`src/rtl/hangman_msg_rx.sv`:
```
// hangman_msg_rx: 8N1 serial receiver for the host/player radio link.
// It deserializes one character per frame, checks the stop bit and holds the
// byte in a single-entry buffer until the game logic acknowledges it.
module hangman_msg_rx #(
  parameter int CLKS_PER_BIT = 16,
  parameter int DATA_BITS    = 8
) (
  input  logic                 clk,
  input  logic                 rst,
  input  logic                 rx_serial,
  input  logic                 rx_ack,
  output logic [DATA_BITS-1:0] rx_data,
  output logic                 rx_valid,
  output logic                 frame_err,
  output logic                 overrun,
  output logic                 busy
);

  localparam int CW = $clog2(CLKS_PER_BIT);
  localparam int BW = $clog2(DATA_BITS);
  localparam logic [CW-1:0] CntLast = CW'(CLKS_PER_BIT - 1);
  localparam logic [CW-1:0] CntHalf = CW'(CLKS_PER_BIT / 2 - 1);
  localparam logic [BW-1:0] BitLast = BW'(DATA_BITS - 1);

  typedef enum logic [2:0] {
    IDLE,
    START,
    DATA,
    STOP,
    DONE
  } state_t;

  state_t                 state_q, state_d;
  logic                   sync1_q, sync2_q;
  logic [CW-1:0]          cnt_q, cnt_d;
  logic [BW-1:0]          bitIdx_q, bitIdx_d;
  logic [DATA_BITS-1:0]   shiftReg_q, shiftReg_d;
  logic                   armed_q, armed_d;
  logic                   frameErr_q, frameErr_d;
  logic [DATA_BITS-1:0]   rxData_q;
  logic                   rxValid_q;
  logic                   overrun_q;

  // Two-flop synchronizer; both flops preset to the idle-high line level.
  always_ff @(posedge clk) begin
    if (rst) begin
      sync1_q <= 1'b1;
      sync2_q <= 1'b1;
    end else begin
      sync1_q <= rx_serial;
      sync2_q <= sync1_q;
    end
  end

  // Frame state machine registers; reset aborts any frame in flight.
  always_ff @(posedge clk) begin
    if (rst) begin
      state_q    <= IDLE;
      cnt_q      <= '0;
      bitIdx_q   <= '0;
      shiftReg_q <= '0;
      armed_q    <= 1'b0;
      frameErr_q <= 1'b0;
    end else begin
      state_q    <= state_d;
      cnt_q      <= cnt_d;
      bitIdx_q   <= bitIdx_d;
      shiftReg_q <= shiftReg_d;
      armed_q    <= armed_d;
      frameErr_q <= frameErr_d;
    end
  end

  // Next-state logic: mid-bit sampling, and IDLE only arms after the line has
  // been seen high so a held-low break cannot retrigger endlessly.
  always_comb begin
    state_d    = state_q;
    cnt_d      = cnt_q;
    bitIdx_d   = bitIdx_q;
    shiftReg_d = shiftReg_q;
    armed_d    = armed_q;
    frameErr_d = 1'b0;
    case (state_q)
      IDLE: begin
        cnt_d = '0;
        if (sync2_q) begin
          armed_d = 1'b1;
        end else if (armed_q) begin
          armed_d = 1'b0;
          state_d = START;
        end
      end
      START: begin
        if (cnt_q == CntHalf) begin
          cnt_d    = '0;
          bitIdx_d = '0;
          state_d  = sync2_q ? IDLE : DATA;
        end else begin
          cnt_d = cnt_q + 1'b1;
        end
      end
      DATA: begin
        if (cnt_q == CntLast) begin
          cnt_d                = '0;
          shiftReg_d[bitIdx_q] = sync2_q;
          if (bitIdx_q == BitLast) begin
            state_d = STOP;
          end else begin
            bitIdx_d = bitIdx_q + 1'b1;
          end
        end else begin
          cnt_d = cnt_q + 1'b1;
        end
      end
      STOP: begin
        if (cnt_q == CntLast) begin
          cnt_d = '0;
          if (sync2_q) begin
            armed_d = 1'b1;
            state_d = DONE;
          end else begin
            armed_d    = 1'b0;
            frameErr_d = 1'b1;
            state_d    = IDLE;
          end
        end else begin
          cnt_d = cnt_q + 1'b1;
        end
      end
      DONE: begin
        state_d = IDLE;
      end
      default: begin
        state_d = IDLE;
      end
    endcase
  end

  // Holding buffer: a DONE write beats a same-cycle ack; a full buffer flags overrun.
  always_ff @(posedge clk) begin
    if (rst) begin
      rxData_q  <= '0;
      rxValid_q <= 1'b0;
      overrun_q <= 1'b0;
    end else if (state_q == DONE) begin
      if (!rxValid_q || rx_ack) begin
        rxData_q  <= shiftReg_q;
        rxValid_q <= 1'b1;
      end else begin
        overrun_q <= 1'b1;
      end
    end else if (rx_ack) begin
      rxValid_q <= 1'b0;
    end
  end

  assign rx_data   = rxData_q;
  assign rx_valid  = rxValid_q;
  assign frame_err = frameErr_q;
  assign overrun   = overrun_q;
  assign busy      = (state_q != IDLE);

endmodule

```
`config.mk`:
```
export PLATFORM = sky130hd
export DESIGN_NAME = hangman_msg_rx
export DESIGN_NICKNAME = d
export VERILOG_FILES = /design/src/rtl/hangman_msg_rx.sv
export SDC_FILE = /design/constraint.sdc
export NUM_CORES = 1
export LEC_CHECK = 0
export ABC_CLOCK_PERIOD_IN_PS = 2300
export CAP_MARGIN = 20
export CORE_ASPECT_RATIO = 1.5
export CORE_UTILIZATION = 45
export DETAILED_ROUTE_END_ITERATION = 12
export GPL_ROUTABILITY_DRIVEN = 0
export PLACE_DENSITY = 0.66
export SLEW_MARGIN = 10
export SYNTH_ARGS = -nofsm -noshare
export SYNTH_HDL_FRONTEND = slang
export SYNTH_SLANG_ARGS = --single-unit
```
`constraint.sdc`:
```
create_clock -name clk -period 2.3 [get_ports clk]
set_clock_uncertainty 0.15 [all_clocks]
set_input_delay 0.46 -clock clk [delete_from_list [all_inputs] [get_ports clk]]
set_output_delay 0.46 -clock clk [all_outputs]
set_load 0.01 [all_outputs]
```
* After elaboration in Yosys (flattened, before gate mapping)
Index checks and enable logic that the tools add are counted.
** Storage, ports and cells
- Output and inout bits :: 12
- Register bits after elaboration :: 32
- Word-level logic and storage cells :: 77
- Input bits :: 4
** Operators by class
- Reductions and logical operators :: 18
- Muxes and demuxes :: 26
- Add/sub/neg operators :: 2
- Equal/unequal tests :: 15
- Magnitude comparators :: 2
- Bitwise logic cells :: 3
** Operator list (number)
- 2-to-1 mux 3 bit :: 10
- != test 2 bit, second input constant :: 7
- one-hot mux 3 bit (4 select lines) :: 1
- one-hot mux 4 bit (3 select lines) :: 1
- AND reduction 2 bit :: 5
- bitwise mux 8 bit :: 1
- 2-to-1 mux 4 bit :: 2
- 2-to-1 mux 1 bit :: 7
- equality test 3 x 2 -> 1 bit, second input constant :: 2
- equality test 3 bit, second input constant :: 2
- one-hot mux 3 bit (2 select lines) :: 1
- AND reduction 6 bit :: 1
- nonzero test 2 bit :: 3
- nonzero test 3 bit :: 2
- adder 4 x 1 -> 4 bit, second input constant :: 1
- equality test 4 x 3 -> 1 bit, second input constant :: 1
- equality test 4 bit, second input constant :: 1
- < comparator 3 x 4 -> 1 bit, second input constant :: 1
- AND reduction 4 bit :: 1
- adder 3 x 1 -> 3 bit, second input constant :: 1
- demux 1 bit (select 3 bit) :: 1
- equality test 3 x 1 -> 1 bit, second input constant :: 1
- greater-or-equal comparator 3 x 1 -> 1 bit, second input constant :: 1
- zero test 3 bit :: 1
- other kinds (9) :: 11

* Logic depth before layout (Yosys ltp)
- Depth after elaboration :: 5
- Mapped depth :: 6
- Depth with buffers taken out :: 6

* Worst setup path before layout
OpenSTA, ideal clock, no wires.
- Path kind :: register -> register
- Start :: reg bitIdx_q[1]
- End :: reg bitIdx_q[0]
- Required time :: 2.022 ns
- Clock period less this slack :: 1.670 ns
- Cell stages (with the launch flop) :: 7
- Library setup time :: 0.128 ns
- Path slack :: 0.630 ns
- Path buffers :: 0
- Arrival :: 1.393 ns
- Cells stage by stage :: dfxtp_1 -> ha_1 -> ha_1 -> and4bb_1 -> o2111ai_4 -> mux2i_1 -> nor2_1
** Between the ends
- Longest elaborated chain between the ends :: 3
** RTL lines
- start, declared :: line 36 : logic [BW-1:0] bitIdx_q, bitIdx_d;
- start signal, assigned :: line 67 : bitIdx_q <= bitIdx_d;
- equality test 3 bit :: line 106 : if (bitIdx_q == BitLast) begin
- != test 2 bit (no line)
- AND reduction 4 bit (no line)
Every way passes these cells.
A chain may end at the register's enable or synchronous reset.

* Worst setup path in the final report
- Start :: reg state_q[1]
- End :: out busy
** Between the ends
- Longest elaborated chain between the ends :: 1
** RTL lines
- start, declared :: line 33 : state_t state_q, state_d;
- start signal, assigned :: line 65 : state_q <= state_d;
- nonzero test 3 bit :: line 161 : assign busy = (state_q != IDLE);
- end, declared :: line 16 : output logic busy
Every way passes these cells.

==> out/qor.log <==
INFO  setup_path     worst_setup_path_endpoint=busy
INFO  run            timing.max_cap.violations=0
INFO  setup_path     path_class=reg2out
INFO  sta            setup_total_negative_slack=0ns
INFO  logic_synthesis synth_area_leader_cell=sky130_fd_sc_hd__dfxtp_1
INFO  die            rows=24
INFO  setup_path     worst-path-stages=3
INFO  grt            grt_max_degree=17
INFO  sta            finalMaxSlewViolations=0
INFO  placed_design  detailedPlacementHpwl=2070um
INFO  cells_and_area layoutNonFillerInstCount=212
INFO  logic_synthesis synthMostInstantiatedCell=sky130_fd_sc_hd__dfxtp_1
INFO  clock_tree     clock-sinks=32
INFO  sta            worst_slew_margin_rel=74.5%
INFO  logic_synthesis yosysWarningCount=0
INFO  routing        remaining_drc_errors=0
INFO  routing        detail_route.iter0.violations=25
INFO  setup_path     timing.critical_path.required=1.69ns
INFO  logic_synthesis area_share_of_the_leading_cell_type_in_the_synthesized_netlist=44.4%
INFO  clock_tree     cts-resized-gates=0
INFO  sta            final_hold_violations=0
INFO  setup_path     timing.critical_path.fanout_max=2
INFO  logic_synthesis synth.net_count=162
INFO  setup_path     worst_path_max_delay_cell=sky130_fd_sc_hd__clkdlybuf4s50_1
INFO  clock_tree     clock_tree.root_cell=sky130_fd_sc_hd__clkbuf_8
INFO  setup_path     crit_chain=nor3_1, inv_1, clkdlybuf4s50_1
INFO  setup_path     worstRegToRegCells=6
INFO  grt            grt_overflow=0
INFO  routing        detail_route.vias_per_cell=5.44
INFO  cells_and_area area_overhead_of_the_layout_relative_to_synthesis=18.8%
INFO  setup_path     cp_slowest_stage_delay=0.48ns
INFO  setup_path     setup.worst_path.end_class=output pin
INFO  cells_and_area antenna_cells_inserted=0
INFO  setup_path     crit-reg2reg-launch=bitIdx_q[1]
INFO  logic_synthesis yosys.cell_types.count=41
INFO  die            pin_count=16
INFO  power          areal_power_density_over_the_cells=598nW/um^2
INFO  routing        first_pass_iters=4
INFO  worst_hold_path min_delay_path_depth=1
INFO  logic_synthesis post_synth_main_area_contributors=sky130_fd_sc_hd__dfxtp_1 (44%), sky130_fd_sc_hd__mux2i_1 (6.9%), sky130_fd_sc_hd__nand3_1 (6.3%)
INFO  setup_path     worst_r2r_endpoint=bitIdx_q[0]
INFO  logic_synthesis async_flop_share=0%
INFO  routing        via_count=1153
INFO  power          p_comb_share=2.7%
INFO  logic_synthesis synthesis.instances=155
INFO  worst_hold_path min-delay-path-class=reg2reg
INFO  sta            clock.fmax=490MHz
INFO  setup_path     regToRegSetupSlack=0.47ns
INFO  logic_synthesis synth.ff_latch_count=32
INFO  clock_tree     tritoncts=built
INFO  setup_path     critical_path_arrival=1.43ns
INFO  cells_and_area drive_above_1_share=13.3%
INFO  routing        drt_wl_total=2790um
INFO  die            core=2970um^2
INFO  clock_tree     cts_hold_repair.buffers=0
INFO  sta            timing_worst_slew_pin_value=0.382ns
INFO  routing        route.detailed.wl_per_inst=13.2um
INFO  power          power.internal=807uW
INFO  cells_and_area nNetsFinal=179
INFO  power          worst_ir_drop_vdd=0.446mV
INFO  cells_and_area fillerInstances=285
INFO  cells_and_area final_core_util=57.6%
INFO  grt            vias_in_the_first_global_route=1098
INFO  logic_synthesis synthesized_cell_area=1440um^2
INFO  sta            final.period_utilization=88.8%
INFO  status         status=finished clean
INFO  clock_tree     postcts_setup_bufs=0
INFO  logic_synthesis yosys-top-cells-count=sky130_fd_sc_hd__dfxtp_1 (32), sky130_fd_sc_hd__nand3_1 (18), sky130_fd_sc_hd__nor2_1 (17)
INFO  die            die-height=71.3um
INFO  setup_path     critPathBufInv=2
INFO  routing        detail-route-antenna-nets=0
INFO  grt            grt_antenna_before_repair=0
INFO  power          p_sw=216uW
INFO  power          pwr-share-clk=42.6%
INFO  logic_synthesis number_of_enable_type_register_cells_in_the_synthesized_netlist=0
INFO  grt            grt.total_usage=20.5%
INFO  clock_tree     cts_buffers=5
INFO  grt            wire_length_of_the_first_global_routing_pass=4910um
INFO  die            die-width=48.2um
INFO  clock_tree     h-tree-depth=2
INFO  die            floorplan.die_area=3440um^2
INFO  sta            grt_setup_unrepaired=false
INFO  placed_design  postPlaceCellArea=1620um^2
INFO  logic_synthesis synth_seq_area_share=44.4%
INFO  clock_tree     clk_path_buf_depth=2
INFO  die            start_util=48.5%
INFO  setup_path     kind_of_cell_adding_the_most_delay_to_the_critical_path=buffers and inverters
INFO  setup_path     sort_of_element_at_the_start_of_the_critical_path=flip-flop
INFO  power          p_leak=0.000692uW
INFO  logic_synthesis synth_area_per_inst=9.30um^2
INFO  setup_path     critPathLaunch=state_q[1]
INFO  cells_and_area fin_area=1710um^2
INFO  sta            period_minus_slack=2.04ns
INFO  clock_tree     clock_insertion_delay_worst_skew=0.28ns
INFO  logic_synthesis synth_top_flop_cell=sky130_fd_sc_hd__dfxtp_1
INFO  clock_tree     clkSlewWorstSetupHoldPaths=0.06ns
INFO  power          power.switching_fraction=21.1%
INFO  placed_design  placed_cells=204
INFO  sta            setup_violations=0
INFO  power          sequentialPowerShare=54.7%
INFO  placed_design  port-buffer-count=15
[cell usage in the layout, fill, tap and decap left out, types with 4 or more instances in the layout]
cell type,instances
sky130_fd_sc_hd__a21oi_1,5
sky130_fd_sc_hd__buf_4,5
sky130_fd_sc_hd__clkbuf_8,6
sky130_fd_sc_hd__clkdlybuf4s50_1,15
sky130_fd_sc_hd__dfxtp_1,32
sky130_fd_sc_hd__inv_1,4
sky130_fd_sc_hd__mux2i_1,10
sky130_fd_sc_hd__nand2_1,9
sky130_fd_sc_hd__nand3_1,18
sky130_fd_sc_hd__nand4_1,4
sky130_fd_sc_hd__nor2_1,17
sky130_fd_sc_hd__nor3_1,4
sky130_fd_sc_hd__o21ai_1,10
[metal layers]
| metal | global-route usage (%) | up-vias | part of all wire [%] |
|---|---|---|---|
| li1 | - | 585 | - |
| met1 | 23.0 | 545 | 43 |
| met2 | 32.7 | 17 | 51 |
| met3 | 6.30 | 6 | 3.3 |
| met4 | 11.4 | 0 | 2.7 |
| met5 | 0 | - | 0 |
[cell type report]
cell class	count	area, um^2	area share, %
clock inverters	2	10.0	0.584
inverters	4	15.0	0.877
multi-input cells	109	728	42.5
well taps	39	48.8	2.85
repair buffers	20	188	11.0
flip-flops and latches	32	641	37.4
clock buffers	6	82.6	4.82
[sequential cells by signal, indices dropped and copies added (netlist names)]
| signal | count |
|---|---|
| sync2_q | 1 |
| overrun | 1 |
| cnt_q | 4 |
| state_q | 3 |
| rx_data | 8 |
| armed_q | 1 |
| sync1_q | 1 |
| bitIdx_q | 3 |
| shiftReg_q | 8 |
| frame_err | 1 |
| rx_valid | 1 |
[worst reg2reg max path, delay by kind of cell (launching register included)]
family	cells	cell delay [ns]
adders and majority gates	2	0.37
AOI/OAI and AO/OA	1	0.24
muxes	1	0.21
and+or+nand+nor	2	0.30
DFF	1	0.46
[power by group through the flow]
stage / Sequential (uW) / Combinational (uW) / Clock, uW
after detailed placement: 572 / 28.1 / 0
after global routing: 560 / 31.0 / 478
after CTS: 560 / 28.2 / 449
after global placement: 572 / 27.2 / 0
after floorplan: 572 / 17.0 / 0
final: 560 / 27.6 / 436
[cell families after synthesis]
| group | count (synthesis) | share of synthesized area (%) |
|---|---|---|
| AO/OA/AOI/OAI | 24 | 11.4 |
| AND/OR/NAND/NOR | 72 | 29.6 |
| buffers and inverters | 14 | 5.03 |
| multiplexers | 10 | 6.94 |
| adder cells (fa/ha/maj) | 3 | 2.60 |
| flip-flops | 32 | 44.4 |
[worst min path at each step]
stage             from       to  slack (ns)
6_report       sync1_q  sync2_q        0.26
5_1_grt        sync1_q  sync2_q        0.27
4_1_cts        sync1_q  sync2_q        0.26
3_5_place_dp   sync1_q  sync2_q        0.25
3_3_place_gp   sync1_q  sync2_q        0.24
2_1_floorplan  sync1_q  sync2_q        0.24
[metrics by stage]
| step | power, uW | hold WS [ns] | setup slack [ns] |
|---|---|---|---|
| floorplan | 589 | 0.239 | 0.630 |
| global placement | 599 | 0.244 | 0.381 |
| detailed placement | 600 | 0.247 | 0.327 |
| CTS | 1040 | 0.263 | 0.243 |
| global route | 1070 | 0.272 | 0.184 |
| finish | 1020 | 0.260 | 0.258 |
No activity file was read; power rests on OpenSTA's default activity.
